$ cat src/rtl/mux_wb_pipe.sv
// rtl/mux_wb_pipe.sv - write-back source selector with a 2-entry skid buffer
// Picks one of NUM_SRC sources or CONST_VAL and carries rd plus an illegal-select flag.
module mux_wb_pipe #(
  parameter int WIDTH     = 32,
  parameter int NUM_SRC   = 8,
  parameter int SEL_W     = 4,
  parameter int RD_W      = 5,
  parameter int CONST_VAL = 227
) (
  input  logic                     clk,
  input  logic                     reset_n,
  input  logic                     in_valid,
  output logic                     in_ready,
  input  logic [SEL_W-1:0]         sel,
  input  logic [NUM_SRC*WIDTH-1:0] src_bus,
  input  logic [RD_W-1:0]          rd_in,
  output logic                     out_valid,
  input  logic                     out_ready,
  output logic [WIDTH-1:0]         out_data,
  output logic [RD_W-1:0]          out_rd,
  output logic                     out_err,
  output logic                     sel_err,
  input  logic                     err_clr
);

  localparam logic [1:0] ST_EMPTY = 2'd0;
  localparam logic [1:0] ST_ONE   = 2'd1;
  localparam logic [1:0] ST_FULL  = 2'd2;

  localparam logic [WIDTH-1:0] CONST_W = WIDTH'(CONST_VAL);

  logic [1:0]       state;
  logic [WIDTH-1:0] dec_data;
  logic             dec_err;
  logic [WIDTH-1:0] skid_data;
  logic [RD_W-1:0]  skid_rd;
  logic             skid_err;
  logic             acc;
  logic             move;

  // Every select value maps to something: source, trap constant, or zero with err.
  always_comb begin
    dec_data = '0;
    dec_err  = 1'b0;
    if (int'(sel) == NUM_SRC) begin
      dec_data = CONST_W;
    end else if (int'(sel) > NUM_SRC) begin
      dec_err = 1'b1;
    end else begin
      for (int k = 0; k < NUM_SRC; k++) begin
        if (int'(sel) == k) dec_data = src_bus[k*WIDTH +: WIDTH];
      end
    end
  end

  // Ready is held low in reset so nothing is taken before the buffer is cleared.
  assign out_valid = (state != ST_EMPTY);
  assign in_ready  = (state != ST_FULL) & reset_n;
  assign acc       = in_valid & in_ready;
  assign move      = out_valid & out_ready;

  always_ff @(posedge clk) begin
    if (!reset_n) begin
      state     <= ST_EMPTY;
      out_data  <= '0;
      out_rd    <= '0;
      out_err   <= 1'b0;
      skid_data <= '0;
      skid_rd   <= '0;
      skid_err  <= 1'b0;
      sel_err   <= 1'b0;
    end else begin
      if (acc && dec_err) sel_err <= 1'b1;
      else if (err_clr)   sel_err <= 1'b0;

      case (state)
        ST_EMPTY: begin
          if (acc) begin
            out_data <= dec_data;
            out_rd   <= rd_in;
            out_err  <= dec_err;
            state    <= ST_ONE;
          end
        end
        ST_ONE: begin
          if (acc && move) begin
            out_data <= dec_data;
            out_rd   <= rd_in;
            out_err  <= dec_err;
          end else if (acc) begin
            skid_data <= dec_data;
            skid_rd   <= rd_in;
            skid_err  <= dec_err;
            state     <= ST_FULL;
          end else if (move) begin
            state <= ST_EMPTY;
          end
        end
        ST_FULL: begin
          if (move) begin
            out_data <= skid_data;
            out_rd   <= skid_rd;
            out_err  <= skid_err;
            state    <= ST_ONE;
          end
        end
        default: state <= ST_EMPTY;
      endcase
    end
  end

endmodule

$ cat config.mk
export PLATFORM = sky130hd
export DESIGN_NAME = mux_wb_pipe
export DESIGN_NICKNAME = d
export VERILOG_FILES = /design/src/rtl/mux_wb_pipe.sv
export SDC_FILE = /design/constraint.sdc
export NUM_CORES = 1
export LEC_CHECK = 0
export CAP_MARGIN = 20
export CORE_MARGIN = 2
export CORE_UTILIZATION = 41
export DETAILED_ROUTE_END_ITERATION = 7
export PLACE_DENSITY = 0.82
export SETUP_SLACK_MARGIN = 0.1
export SYNTH_ARGS = -nofsm -noshare
export SYNTH_HDL_FRONTEND = slang
export SYNTH_SLANG_ARGS = --single-unit
$ cat constraint.sdc
create_clock -name clk -period 2.4 [get_ports clk]
set_input_delay 0.48 -clock clk [delete_from_list [all_inputs] [get_ports clk]]
set_output_delay 0.48 -clock clk [all_outputs]
set_load 0.05 [all_outputs]
==> impl_metrics.env, run 1 <==
export IMPL_cts_hold_buf=0
export IMPL_drtIter0Drc=549
export IMPL_hold_viol=0
export IMPL_synth_top_cells_by_count="a21oi_1 (107), dfxtp_1 (79), nor2_1 (58), nand2_1 (45), o21ai_0 (45)"
export IMPL_rows=45
export IMPL_worst_path_buf_inv=1
export IMPL_hold_depth=2
export IMPL_clockRootBuffer="clkbuf_16"
export IMPL_clockBufferDepth=2
export IMPL_firstDrtPassIters=5
export IMPL_worstPathRequired_ns=1.92
export IMPL_drv_cap=0
export IMPL_die_area_mm2=0.0163
export IMPL_clkSinkCount=79
export IMPL_yosys_warnings=0
export IMPL_synthCells=772
export IMPL_die_w_um=127
export IMPL_min_to="state[1]"
export IMPL_tns_ns=0
export IMPL_htree_levels=3
export IMPL_vdd_ir_drop_max_v=0.000315
export IMPL_grt_pass1_wl_mm=37.8
export IMPL_use_met2_pct=47.4
export IMPL_cts_tree="yes"
export IMPL_yosysMostFrequentCell="a21oi_1"
export IMPL_pre_cts_ws_ns=0.0681
export IMPL_crit_family="buffers and inverters"
export IMPL_ioPinCount=311
export IMPL_yosys_area_top_type="dfxtp_1"
export IMPL_syn_avg_cell_area_um2=8.10
export IMPL_synth_edf_count=0
export IMPL_die_y_um=127
export IMPL_routed_via_density=5.84
export IMPL_power_density_mw_per_mm2=438
export IMPL_groute_layer_met1_usage_pct=40.0
export IMPL_critical_path_class="reg2out"
export IMPL_wire_per_inst_um=19.9
export IMPL_synth_seq_area_share_pct=25.3
export IMPL_power_total_mw=4.31
export IMPL_cp_max_fo=2
export IMPL_grt_max_degree=50
export IMPL_end_kind="output pin"
export IMPL_status="finished clean"
export IMPL_placed_cell_area_mm2=0.00956
export IMPL_nNetsFinal=1321
export IMPL_vias=7261
export IMPL_coreArea_mm2=0.0150
export IMPL_r2r_slack_ns=0.56
export IMPL_tightestPinTransition_ns=0.657
export IMPL_arrival_ns=1.54
export IMPL_design_area_mm2=0.00985
export IMPL_antenna_left=0
export IMPL_min_from="reset_n"
export IMPL_cts_setup_buffers=0
export IMPL_grtUsageMet3_pct=6.53
export IMPL_drcViolationCount=0
export IMPL_port_buffer_count=310
export IMPL_skew_ns=0.00519
export IMPL_initial_utilization_pct=41.6
export IMPL_synth_fp_nets=1042
export IMPL_busiest_layer="met2"
export IMPL_ctsResizeCount=0
export IMPL_slew_viol_final=0
export IMPL_syn_cell_area_mm2=0.00625
export IMPL_ys_seq_elements=79
export IMPL_worstPathCellList="clkdlybuf4s50_1"
export IMPL_finalWorstSetupSlack_ns=0.379
export IMPL_antennaDiodeCount=0
export IMPL_clkTransAtPathRegs_ns=0.07
export IMPL_yosys_area_top_type_share_pct=25.3
export IMPL_track_usage_pct=29.7
export IMPL_ys_flop_type="dfxtp_1"
export IMPL_drive_gt1_share_pct=12.1
export IMPL_async_flop_share_pct=0
export IMPL_startpoint_type="flop"
export IMPL_min_path_type="in2reg"
export IMPL_drt_wl_total_mm=24.8
export IMPL_area_delta_synth_final_pct=57.5
export IMPL_worst_path_largest_cell_delay_ns=0.84
export IMPL_place_congestion=0.897
export IMPL_reg2reg_from="state[1]"
export IMPL_cts_inserted_buffers=9
export IMPL_synth_area_top_cells="dfxtp_1 (25%), a21oi_1 (8.6%), a221oi_2 (5.5%), mux4_2 (4.7%), mux2i_1 (4.3%)"
export IMPL_slowest_stage="clkdlybuf4s50_1"
export IMPL_period_share_pct=84.2
export IMPL_r2r_end="out_data[5]"
export IMPL_max_slew_margin_rel_pct=56.2
export IMPL_grt_overflow_total=0
export IMPL_antenna_found_initial=0
export IMPL_max_freq_mhz=495
export IMPL_timing_final_crit_period_ns=2.02
export IMPL_dp_hpwl_mm=19.6
export IMPL_rsz0062_at_grt="false"
export IMPL_clkLatencyLatePin_ns=0.33
export IMPL_grt_pass1_vias=6892
export IMPL_setup_violations=0
export IMPL_synth_distinct_cells=60
export IMPL_cellLeakagePower_nw=3.65
export IMPL_worstRegToRegCells=5
worst max-delay path by stage:
stage,startpoint,cells past startpoint,end
floorplan,state[1],6,out_data[10]
global placement,in_valid,6,out_data[28]
detailed placement,in_valid,6,out_data[5]
CTS,state[0],2,out_valid
global route,in_valid,6,out_data[5]
finish,out_data[5],1,out_data[5]
cell usage in the layout, fill, tap and decap left out, types with 5 or more instances in the layout:
master and count:
buf_4 36, nand2_1 45, o32ai_1 9, a2bb2oi_1 13
a21oi_1 107, mux2_2 10, dfxtp_1 79, o21ai_1 7
and3_1 8, or4_1 13, o22a_1 21, o31ai_1 5
mux4_2 13, a211oi_1 5, mux2i_1 27, nand3b_1 5
nor3_1 20, nor2_1 58, o21ai_0 45, nand3_1 27
nor2b_1 14, inv_1 17, or3_1 9, buf_12 10
a311oi_1 7, o41ai_1 13, clkbuf_16 9, clkdlybuf4s50_1 303
a221oi_2 23, nand2b_1 36
per-layer routing:
layer / routed length (um) / vias to the layer above
li1: - / 3471
met1: 10700 / 3414
met2: 11600 / 333
met3: 1830 / 43
met4: 656 / 0
met5: 0 / -
per-stage QoR:
step                      instances  hold slack, ns  util (%)
after global placement         1228           0.440      63.6
after floorplan                 772           0.432         -
after global routing           1244           0.441      65.5
after detailed placement       1228           0.445      63.6
final                          1244           0.425      65.5
after CTS                      1244           0.419      65.5
layout make-up:
type                            count  area (um^2)
Sequential cell                    79         1580
Timing Repair Buffer              353         3530
Multi-Input combinational cell    591         4150
Fill cell                        1241         5190
Tap cell                          188          235
Clock inverter                      7         60.1
Clock buffer                        9          225
Inverter                           17         63.8
power by group:
part	leakage (nW)	switching (mW)	total, mW	internal (mW)
Clock	0.137	0.585	1.30	0.719
Combinational	2.87	0.779	1.60	0.817
Sequential	0.643	0.0394	1.42	1.38
logic make-up (layout without fill, tap and decap cells):
kind of cell	Yosys count	in the layout	synth area share (%)
flops	79	79	25.3
mux	50	50	10.8
buf+inv	102	386	8.57
compound gates	292	292	34.2
simple gates	249	249	21.2
state kept, by name (all words and copies together), names as in the netlist:
name       cells
out_data      32
skid_data     32
out_rd         5
skid_rd        5
state          2
out_err        1
sel_err        1
skid_err       1
(Power assumes the default switching activity.)
==> run 2: changes to the inputs <==
clock period = 1.9 ns   (was 2.4 ns; I/O delays follow)
==> impl_metrics.env, run 2 (same netlist as run 1, synthesis figures left out) <==
export IMPL_antenna_left=0
export IMPL_arrival_ns=2.03
export IMPL_end_kind="flop"
export IMPL_power_density_mw_per_mm2=551
export IMPL_cellLeakagePower_nw=4.18
export IMPL_worstRegToRegCells=7
export IMPL_layout_commonest_cell="clkdlybuf4s50_1"
export IMPL_vias=7755
export IMPL_critical_path_class="reg2reg"
export IMPL_r2r_slack_ns=0.1
export IMPL_ff_latch_area_mm2=0.00159
export IMPL_grt_max_degree=51
export IMPL_clockBufferDepth=2
export IMPL_initial_utilization_pct=41.6
export IMPL_fillers=1142
export IMPL_worstPathRequired_ns=2.13
export IMPL_pre_cts_ws_ns=-0.276
export IMPL_cts_inserted_buffers=9
export IMPL_slew_viol_final=0
export IMPL_min_to="state[1]"
export IMPL_tightestPinTransition_ns=0.598
export IMPL_final_cell_mix="clkdlybuf4s50_1 (261), buf_4 (112), a21oi_1 (106)"
export IMPL_min_path_type="in2reg"
export IMPL_die_w_um=127
export IMPL_vdd_ir_drop_max_v=0.000552
export IMPL_period_share_pct=94.8
export IMPL_p_switching_mw=1.77
export IMPL_multi_input_area_mm2=0.00426
export IMPL_clkTransAtPathRegs_ns=0.06
export IMPL_port_buffer_count=310
export IMPL_grt_overflow_total=0
export IMPL_coreArea_mm2=0.0150
export IMPL_clkLatencyLatePin_ns=0.33
export IMPL_swShare_pct=30.4
export IMPL_startpoint_type="flop"
export IMPL_drt_wl_total_mm=26.3
export IMPL_wire_per_inst_um=20.1
export IMPL_setup_violations=0
export IMPL_r2r_end="out_data[7]"
export IMPL_firstDrtPassIters=7
export IMPL_rows=45
export IMPL_drtIter0Drc=674
export IMPL_max_slew_margin_rel_pct=59.9
export IMPL_power_total_mw=5.81
export IMPL_reg2reg_from="state[0]"
export IMPL_min_from="reset_n"
export IMPL_finalWorstSetupSlack_ns=0.0987
export IMPL_rsz0062_at_grt="true"
export IMPL_drive_gt1_share_pct=21.3
export IMPL_die_area_mm2=0.0163
export IMPL_routed_via_density=5.95
export IMPL_die_y_um=127
export IMPL_cts_tree="yes"
export IMPL_antenna_found_initial=1
export IMPL_grt_pass1_wl_mm=39.9
export IMPL_drcViolationCount=0
export IMPL_seq_power_share_pct=30.7
export IMPL_cp_max_fo=5
export IMPL_intPower_mw=4.05
export IMPL_place_congestion=0.964
export IMPL_htree_levels=3
export IMPL_pwr_share_clk_pct=31.9
export IMPL_max_freq_mhz=555
export IMPL_ioPinCount=311
export IMPL_hold_depth=2
export IMPL_reg_largest_list="out_data: 32 flops, skid_data: 32 flops"
export IMPL_track_usage_pct=31.2
export IMPL_timing_final_crit_period_ns=1.80
export IMPL_status="finished clean"
export IMPL_area_delta_synth_final_pct=68.7
export IMPL_p_comb_share_pct=37.3
export IMPL_dp_hpwl_mm=21.1
export IMPL_clkSinkCount=79
export IMPL_skew_ns=0.00690
export IMPL_hold_viol=0
export IMPL_clockRootBuffer="clkbuf_16"
export IMPL_drv_cap=0
export IMPL_nNetsFinal=1380
export IMPL_grt_pass1_vias=7507
run 2: changes by cell type in the layout (fill, tap and decap cells not counted), sizes merged:
cell,delta
dlymetal6s2s,+2
dlygate4sd2,+7
buf,+91
clkbuf,+3
diode,+1
inv,-4
clkdlybuf4s50,-42
bufinv,+2
run 2: final cells by class:
cell class | count | area share, %
clock buffer | 11 | 2.30
sequential | 79 | 15.1
antenna | 1 | 0.0237
inverter | 17 | 0.605
multi-input combinational | 591 | 40.4
timing repair buffer | 412 | 38.6
clock inverter | 5 | 0.771
tap | 188 | 2.23
run 2: worst max path at each step:
| stage | to | cells past startpoint | startpoint | slack [ns] |
|---|---|---|---|---|
| after detailed placement | out_data[22] | 7 | in_valid | -0.28 |
| after floorplan | out_data[17] | 7 | sel[0] | 0.10 |
| after global placement | out_data[16] | 7 | in_valid | -0.20 |
| after CTS | out_data[28] | 9 | in_valid | 0.09 |
| final | out_data[7] | 7 | state[0] | 0.1 |
| after global routing | out_data[7] | 7 | state[0] | 0.05 |
run 2: through the flow:
stage | hold slack, ns | util, % | cell area (um^2) | instances | setup TNS [ns]
after CTS | 0.310 | 69.1 | 10400 | 1300 | 0
final | 0.314 | 70.1 | 10500 | 1304 | 0
after global placement | 0.439 | 66.8 | 10000 | 1283 | -9.49
after floorplan | 0.432 | - | 6260 | 772 | 0
after global routing | 0.307 | 70.1 | 10500 | 1304 | 0
after detailed placement | 0.447 | 66.8 | 10000 | 1283 | -12.09
run 2: critical path: stages, from the launching register on:
cell       delay (ns)
dfxtp_4          0.37
and3b_2          0.23
buf_4            0.14
a211oi_4         0.32
clkbuf_16        0.21
or3_1            0.10
o21ai_0          0.08
a211oi_1         0.25
run 2: power by group through the flow:
stage	registers [mW]	clock network, mW	logic (mW)
6_report	1.79	1.86	2.17
5_1_grt	1.79	1.94	2.30
4_1_cts	1.78	1.87	2.11
3_5_place_dp	1.82	0	2.11
3_3_place_gp	1.82	0	2.08
2_1_floorplan	2.04	0	0.806
run 2: timing repair:
item                                    in CTS  in global routing
buffers inserted                             1                  2
hold buffers                                 0                  0
endpoints found under the setup margin      17                 64
resized for setup                           11                 24
pin swaps                                    1                  8
gates cloned                                 0                  1
run 2: layer usage:
metal	GRT usage, %	wire [um]	up-vias
met1	39.4	10400	3638
met4	12.5	1030	0
met5	0	0	-
met3	6.32	2180	80
li1	-	-	3591
met2	52.1	12600	446
